==> config.mk <==
export PLATFORM = sky130hd
export DESIGN_NAME = ps2_event_fifo_decoder
export DESIGN_NICKNAME = d
export VERILOG_FILES = /design/src/rtl/ps2_event_fifo_decoder_pkg.sv /design/src/rtl/ps2_event_fifo_decoder_digit_lut.sv /design/src/rtl/ps2_event_fifo_decoder.sv
export SDC_FILE = /design/constraint.sdc
export NUM_CORES = 1
export LEC_CHECK = 0
export CORE_MARGIN = 10
export CORE_UTILIZATION = 35
export CTS_BUF_LIST = sky130_fd_sc_hd__clkbuf_2
export DETAILED_ROUTE_END_ITERATION = 8
export GPL_TIMING_DRIVEN = 0
export PLACE_DENSITY_LB_ADDON = 0.1
export SLEW_MARGIN = 25
export SYNTH_ARGS = -nofsm -noshare
export SYNTH_HDL_FRONTEND = slang
export SYNTH_HIERARCHICAL = 1
export SYNTH_SLANG_ARGS = --single-unit
==> constraint.sdc <==
create_clock -name clk -period 7.8 [get_ports clk]
set_input_delay 1.56 -clock clk [delete_from_list [all_inputs] [get_ports clk]]
set_output_delay 1.56 -clock clk [all_outputs]
set_load 0.03 [all_outputs]
==> src/rtl/ps2_event_fifo_decoder_pkg.sv <==
// Shared PS/2 constants, event types and helpers for the scancode event decoder.
package ps2_event_fifo_decoder_pkg;

  localparam logic [7:0] PS2_E0     = 8'hE0;
  localparam logic [7:0] PS2_F0     = 8'hF0;
  localparam logic [7:0] PS2_BAT_OK = 8'hAA;
  localparam logic [7:0] PS2_ACK    = 8'hFA;
  localparam logic [7:0] PS2_RESEND = 8'hFE;
  localparam logic [7:0] PS2_ECHO   = 8'hEE;
  localparam logic [7:0] PS2_ERR_LO = 8'h00;
  localparam logic [7:0] PS2_ERR_HI = 8'hFF;

  localparam int PS2_REF_W = 4;

  typedef enum logic [1:0] {
    ST_IDLE,
    ST_EXT,
    ST_BRK,
    ST_EXTBRK
  } prefix_state_e;

  typedef struct packed {
    logic       ext;
    logic       brk;
    logic [7:0] code;
  } ps2_event_t;

  typedef struct packed {
    logic       valid;
    logic       ext;
    logic [7:0] code;
  } last_make_t;

  function automatic logic is_ctrl_response(input logic [7:0] b);
    return (b == PS2_BAT_OK) || (b == PS2_ACK) || (b == PS2_RESEND) ||
           (b == PS2_ECHO) || (b == PS2_ERR_LO) || (b == PS2_ERR_HI);
  endfunction

  function automatic logic is_prefix(input logic [7:0] b);
    return (b == PS2_E0) || (b == PS2_F0);
  endfunction

endpackage

==> src/rtl/ps2_event_fifo_decoder_digit_lut.sv <==
// Combinational map from set-2 scancodes of the main-row digit keys to their value 0..9.
module ps2_digit_lut (
  input  logic [7:0] code,
  output logic       hit,
  output logic [3:0] value
);

  always_comb begin
    hit   = 1'b1;
    value = '0;
    case (code)
      8'h45:   value = 4'd0;
      8'h16:   value = 4'd1;
      8'h1E:   value = 4'd2;
      8'h26:   value = 4'd3;
      8'h25:   value = 4'd4;
      8'h2E:   value = 4'd5;
      8'h36:   value = 4'd6;
      8'h3D:   value = 4'd7;
      8'h3E:   value = 4'd8;
      8'h46:   value = 4'd9;
      default: hit = 1'b0;
    endcase
  end

endmodule

==> src/rtl/ps2_event_fifo_decoder.sv <==
// Decodes PS/2 scancode bytes into {ext, brk, code} key events, queues them in a
// first-word-fall-through FIFO and tracks the value of the last released digit key.
module ps2_event_fifo_decoder
  import ps2_event_fifo_decoder_pkg::*;
#(
  parameter int N           = PS2_REF_W,
  parameter int FIFO_DEPTH  = 4,
  parameter int REPORT_MAKE = 1,
  parameter int FILTER_REP  = 1
) (
  input  logic         clk,
  input  logic         reset,
  input  logic [7:0]   rx_data,
  input  logic         rx_done_tick,
  input  logic         rd_en,
  input  logic         clr_ovf,
  output logic         ev_valid,
  output logic [7:0]   ev_code,
  output logic         ev_ext,
  output logic         ev_brk,
  output logic         fifo_full,
  output logic         overflow,
  output logic [N-1:0] ref_value
);

  localparam int AW = (FIFO_DEPTH > 1) ? $clog2(FIFO_DEPTH) : 1;
  localparam int CW = AW + 1;

  prefix_state_e state_q, state_d;
  last_make_t    last_make_q, last_make_d;
  logic [N-1:0]  ref_q, ref_d;

  ps2_event_t    mem_q [FIFO_DEPTH];
  logic [AW-1:0] rd_ptr_q, rd_ptr_d, wr_ptr_q, wr_ptr_d;
  logic [CW-1:0] count_q, count_d;
  logic          overflow_q, overflow_d;

  logic          digit_hit;
  logic [3:0]    digit_val;
  logic          is_make, is_brk, ext_in, push;
  ps2_event_t    ev_in;
  logic          pop, full, wr_en, drop;

  ps2_digit_lut u_digit_lut (
    .code  (rx_data),
    .hit   (digit_hit),
    .value (digit_val)
  );

  always_comb begin
    state_d     = state_q;
    last_make_d = last_make_q;
    ref_d       = ref_q;
    is_make     = 1'b0;
    is_brk      = 1'b0;
    ext_in      = 1'b0;
    push        = 1'b0;
    if (rx_done_tick) begin
      case (state_q)
        ST_IDLE: begin
          if (rx_data == PS2_E0)              state_d = ST_EXT;
          else if (rx_data == PS2_F0)         state_d = ST_BRK;
          else if (!is_ctrl_response(rx_data)) is_make = 1'b1;
        end
        ST_EXT: begin
          state_d = ST_IDLE;
          if (rx_data == PS2_F0)      state_d = ST_EXTBRK;
          else if (rx_data == PS2_E0) state_d = ST_EXT;
          else begin
            is_make = 1'b1;
            ext_in  = 1'b1;
          end
        end
        ST_BRK: begin
          state_d = ST_IDLE;
          is_brk  = !is_prefix(rx_data);
        end
        ST_EXTBRK: begin
          state_d = ST_IDLE;
          is_brk  = !is_prefix(rx_data);
          ext_in  = 1'b1;
        end
        default: state_d = ST_IDLE;
      endcase
    end
    // last_make tracks every make, even ones that are filtered or not reported
    if (is_make) begin
      last_make_d = '{valid: 1'b1, ext: ext_in, code: rx_data};
      push = (REPORT_MAKE != 0) &&
             !((FILTER_REP != 0) && last_make_q.valid &&
               (last_make_q.ext == ext_in) && (last_make_q.code == rx_data));
    end
    if (is_brk) begin
      last_make_d = '0;
      push        = 1'b1;
      if (!ext_in && digit_hit) ref_d = N'(digit_val);
    end
    ev_in = '{ext: ext_in, brk: is_brk, code: rx_data};
  end

  // A push while full is still accepted when the head is popped on the same edge
  always_comb begin
    pop        = rd_en && (count_q != '0);
    full       = (count_q == CW'(FIFO_DEPTH));
    wr_en      = push && (!full || pop);
    drop       = push && full && !pop;
    rd_ptr_d   = pop   ? rd_ptr_q + AW'(1) : rd_ptr_q;
    wr_ptr_d   = wr_en ? wr_ptr_q + AW'(1) : wr_ptr_q;
    count_d    = count_q;
    if (wr_en && !pop)      count_d = count_q + CW'(1);
    else if (!wr_en && pop) count_d = count_q - CW'(1);
    overflow_d = overflow_q;
    if (drop)         overflow_d = 1'b1;
    else if (clr_ovf) overflow_d = 1'b0;
  end

  always_ff @(posedge clk) begin
    if (reset) begin
      state_q     <= ST_IDLE;
      last_make_q <= '0;
      ref_q       <= '0;
      rd_ptr_q    <= '0;
      wr_ptr_q    <= '0;
      count_q     <= '0;
      overflow_q  <= 1'b0;
    end else begin
      state_q     <= state_d;
      last_make_q <= last_make_d;
      ref_q       <= ref_d;
      rd_ptr_q    <= rd_ptr_d;
      wr_ptr_q    <= wr_ptr_d;
      count_q     <= count_d;
      overflow_q  <= overflow_d;
    end
  end

  always_ff @(posedge clk) begin
    if (!reset && wr_en) mem_q[wr_ptr_q] <= ev_in;
  end

  // Storage is not reset, so the head fields are forced to zero while empty
  always_comb begin
    ev_valid  = (count_q != '0);
    ev_code   = ev_valid ? mem_q[rd_ptr_q].code : '0;
    ev_ext    = ev_valid ? mem_q[rd_ptr_q].ext  : 1'b0;
    ev_brk    = ev_valid ? mem_q[rd_ptr_q].brk  : 1'b0;
    fifo_full = full;
    overflow  = overflow_q;
    ref_value = ref_q;
  end

endmodule

==> impl_metrics.ini <==
[run_status]
status = complete, no violations

[global_routing]
groute.layer.met2.usage_pct = 17.22
antenna_found_initial = 0
grtUsageTotal_pct = 10.71
grtUsageMet3_pct = 3.517
gr-max-usage-layer = met2
grt_pass1_wl_um = 10870
grt_max_degree = 16
grt.overflow.total = 0
first_global_vias = 2054
grt_use_met1_pct = 13.12

[min_path]
hold_class = reg -> reg
min_from = overflow
min_delay_worst_endpoint = overflow
hold_path_depth = 2

[floorplanning]
pin_count = 30
start_util_pct = 35.53
die_x_um = 113.6
coreArea_um2 = 8636
rows = 34
die-area_um2 = 12910
die-height_um = 113.6

[timing]
max_slew_margin_pct = 42.97
clock.fmax_mhz = 203.2
skew_ns = 0.02895
fin_crit_ns = 4.921
setup_viol = 0
fin_ws_ns = 2.879
max_slew.worst_pin.slew_ns = 0.8555
hold_viol = 0
finalMaxSlewViolations = 0
finalSetupTns_ns = 0
fin_crit_sh_pct = 63.09
rsz0062_at_grt = no

[synthesis]
syn_area_per_cell_um2 = 13.06
synth_cell_types = 48
async_reset_ff_share_pct = 0
ys_warn_count = 6
synthCells = 235
synth-seq-cells = 66
synth_nets = 254
synth_edf_count = 40
ys_seq_area_share_pct = 56.12
syn_area_um2 = 3068
synth_flop_cell = edfxtp_1

[drt]
first_pass_iters = 4
vias_per_cell = 4.888
routedWlPerCell_um = 16.38
drt_iter0_markers = 106
via_count = 1916
drt-total-wl_um = 6420
drc = 0
ant_nets = 0

[setup_path]
criticalPathCategory = in -> reg
r2r_cells = 10
crit_arrival_ns = 5.35
cp.required_ns = 8.23
r2r-end = count_q[2]
reg2reg_slack_ns = 4.91
critPathCaptureType = register
worstReg2RegStart = state_q[1]
crit_fanout = 14
cp-start-kind = primary input

[place]
io_buffers = 29
post-place-ws_ns = 2.315
hpwlAfterDp_um = 4451
place_congestion = 0.7735

[layout]
final_core_utilization_pct = 42.36
drive_gt1_share_pct = 15.49
layout.nets = 298
final_common_cell = edfxtp_1
syn_to_final_growth_pct = 19.25
most-common-layout-cells = edfxtp_1 (40), clkdlybuf4s50_1 (29), nor2_1 (27), dfxtp_1 (26), mux2i_1 (16)
num_antenna_cells = 0
fillers = 838

[power_and_ir_drop]
p_total_mw = 0.9638
power.leakage_nw = 1.307
power_density_nw_per_um2 = 263.4
vdd_drop_max_mv = 0.07628

[clock_tree]
postCtsHoldBufs = 0
postCtsSetupBuffers = 0
cts.reportedPaths.clkPinSlew_ns = 0.18
cts_resized = 0
numCtsBuffers = 9
root_buffer = clkbuf_2
cts_tree = yes
clk_path_buf_depth = 2
clk-insertion-delay-late_ns = 0.50
cts.sinks = 66
h-tree-depth = 3

[job]
maxCapViolations = 0
==> critical path: stages <==
cell,delay [ns]
clkdlybuf4s50_1,0.67
or4_4,0.67
o311ai_1,0.62
xnor2_1,0.26
o221ai_4,0.22
inv_2,0.13
ha_1,0.19
inv_1,0.06
fa_1,0.37
xor2_1,0.16
or3_1,0.30
a21oi_1,0.14
==> power by group <==
| group | internal, mW | leakage (nW) | switching, mW | total, mW |
|---|---|---|---|---|
| combinational | 0.160 | 0.655 | 0.190 | 0.350 |
| clock | 0.0733 | 0.0716 | 0.128 | 0.201 |
| sequential | 0.397 | 0.580 | 0.0163 | 0.413 |
| total | 0.630 | 1.31 | 0.334 | 0.964 |
==> routing by layer <==
layer | vias to the layer above | part of all wire, % | wire, um
met4 | 0 | 1.1 | 72
li1 | 954 | - | -
met1 | 934 | 47 | 2986
met3 | 6 | 3.8 | 241
met2 | 22 | 49 | 3119
met5 | - | 0 | 0
==> cell usage after synthesis, drive strengths merged (3+ instances only) <==
library cell	count	area, um^2
ha	5	62.56
clkbuf	4	15.01
a21oi	4	20.02
edfxtp	40	1201
dfxtp	26	520.5
mux4	10	225.2
or3	3	18.77
inv	9	33.78
o211a	3	37.54
nor2	27	101.4
mux2i	16	160.2
xnor2	10	87.58
nor3b	5	37.54
nand2b	9	58.81
xor2	4	35.03
nand3	5	25.02
nand2	4	15.01
and2	10	62.56
buf	5	33.78
o221ai	3	43.80
nor3	4	20.02
==> logic make-up (layout without fill, tap and decap cells) <==
logic type | count (synthesis) | count (layout) | share of synthesized area [%]
buf+inv | 18 | 67 | 2.691
fa+ha+maj | 6 | 6 | 2.692
simple gates | 80 | 80 | 14.40
compound gates | 23 | 23 | 6.689
flops | 66 | 66 | 56.12
mux | 28 | 28 | 13.42
xor+xnor | 14 | 14 | 3.996
==> state kept, by name, summed over array words and instances (netlist names), named ones only <==
| name | flops |
|---|---|
| count_q | 3 |
| rd_ptr_q | 2 |
| ref_value | 4 |
| mem_q | 40 |
| wr_ptr_q | 2 |
| last_make_q | 10 |
| overflow | 1 |
| state_q | 2 |
==> area by class of cell <==
cell class              count  area [um^2]  area share (%)
flip-flops and latches     66         1722           47.06
multi-input cells         151         1284           35.09
repair buffers             33        320.3           8.755
well taps                 108        135.1           3.694
clock inverters             7        70.07           1.915
plain buffers               9        48.80           1.334
clock buffers               9        45.04           1.231
inverters                   9        33.78          0.9234
==> worst max path at each step <==
| stage | startpoint | end | depth (start not counted) |
|---|---|---|---|
| 2_1_floorplan | rx_data[0] | count_q[2] | 11 |
| 3_3_place_gp | rx_data[1] | mem_q[2][2] | 6 |
| 3_5_place_dp | rx_data[1] | count_q[2] | 12 |
| 4_1_cts | rx_data[1] | count_q[2] | 12 |
| 5_1_grt | rx_data[1] | count_q[2] | 12 |
| 6_report | rx_data[1] | count_q[2] | 12 |
==> per-stage QoR <==
step	cell area, um^2	std cells	hold slack (ns)
global route	3659	392	0.5420
detailed placement	3543	376	0.4638
finish	3659	392	0.4838
global placement	3493	372	0.4525
floorplan	3068	235	0.4402
CTS	3659	392	0.4883
(Power assumes the default switching activity.)
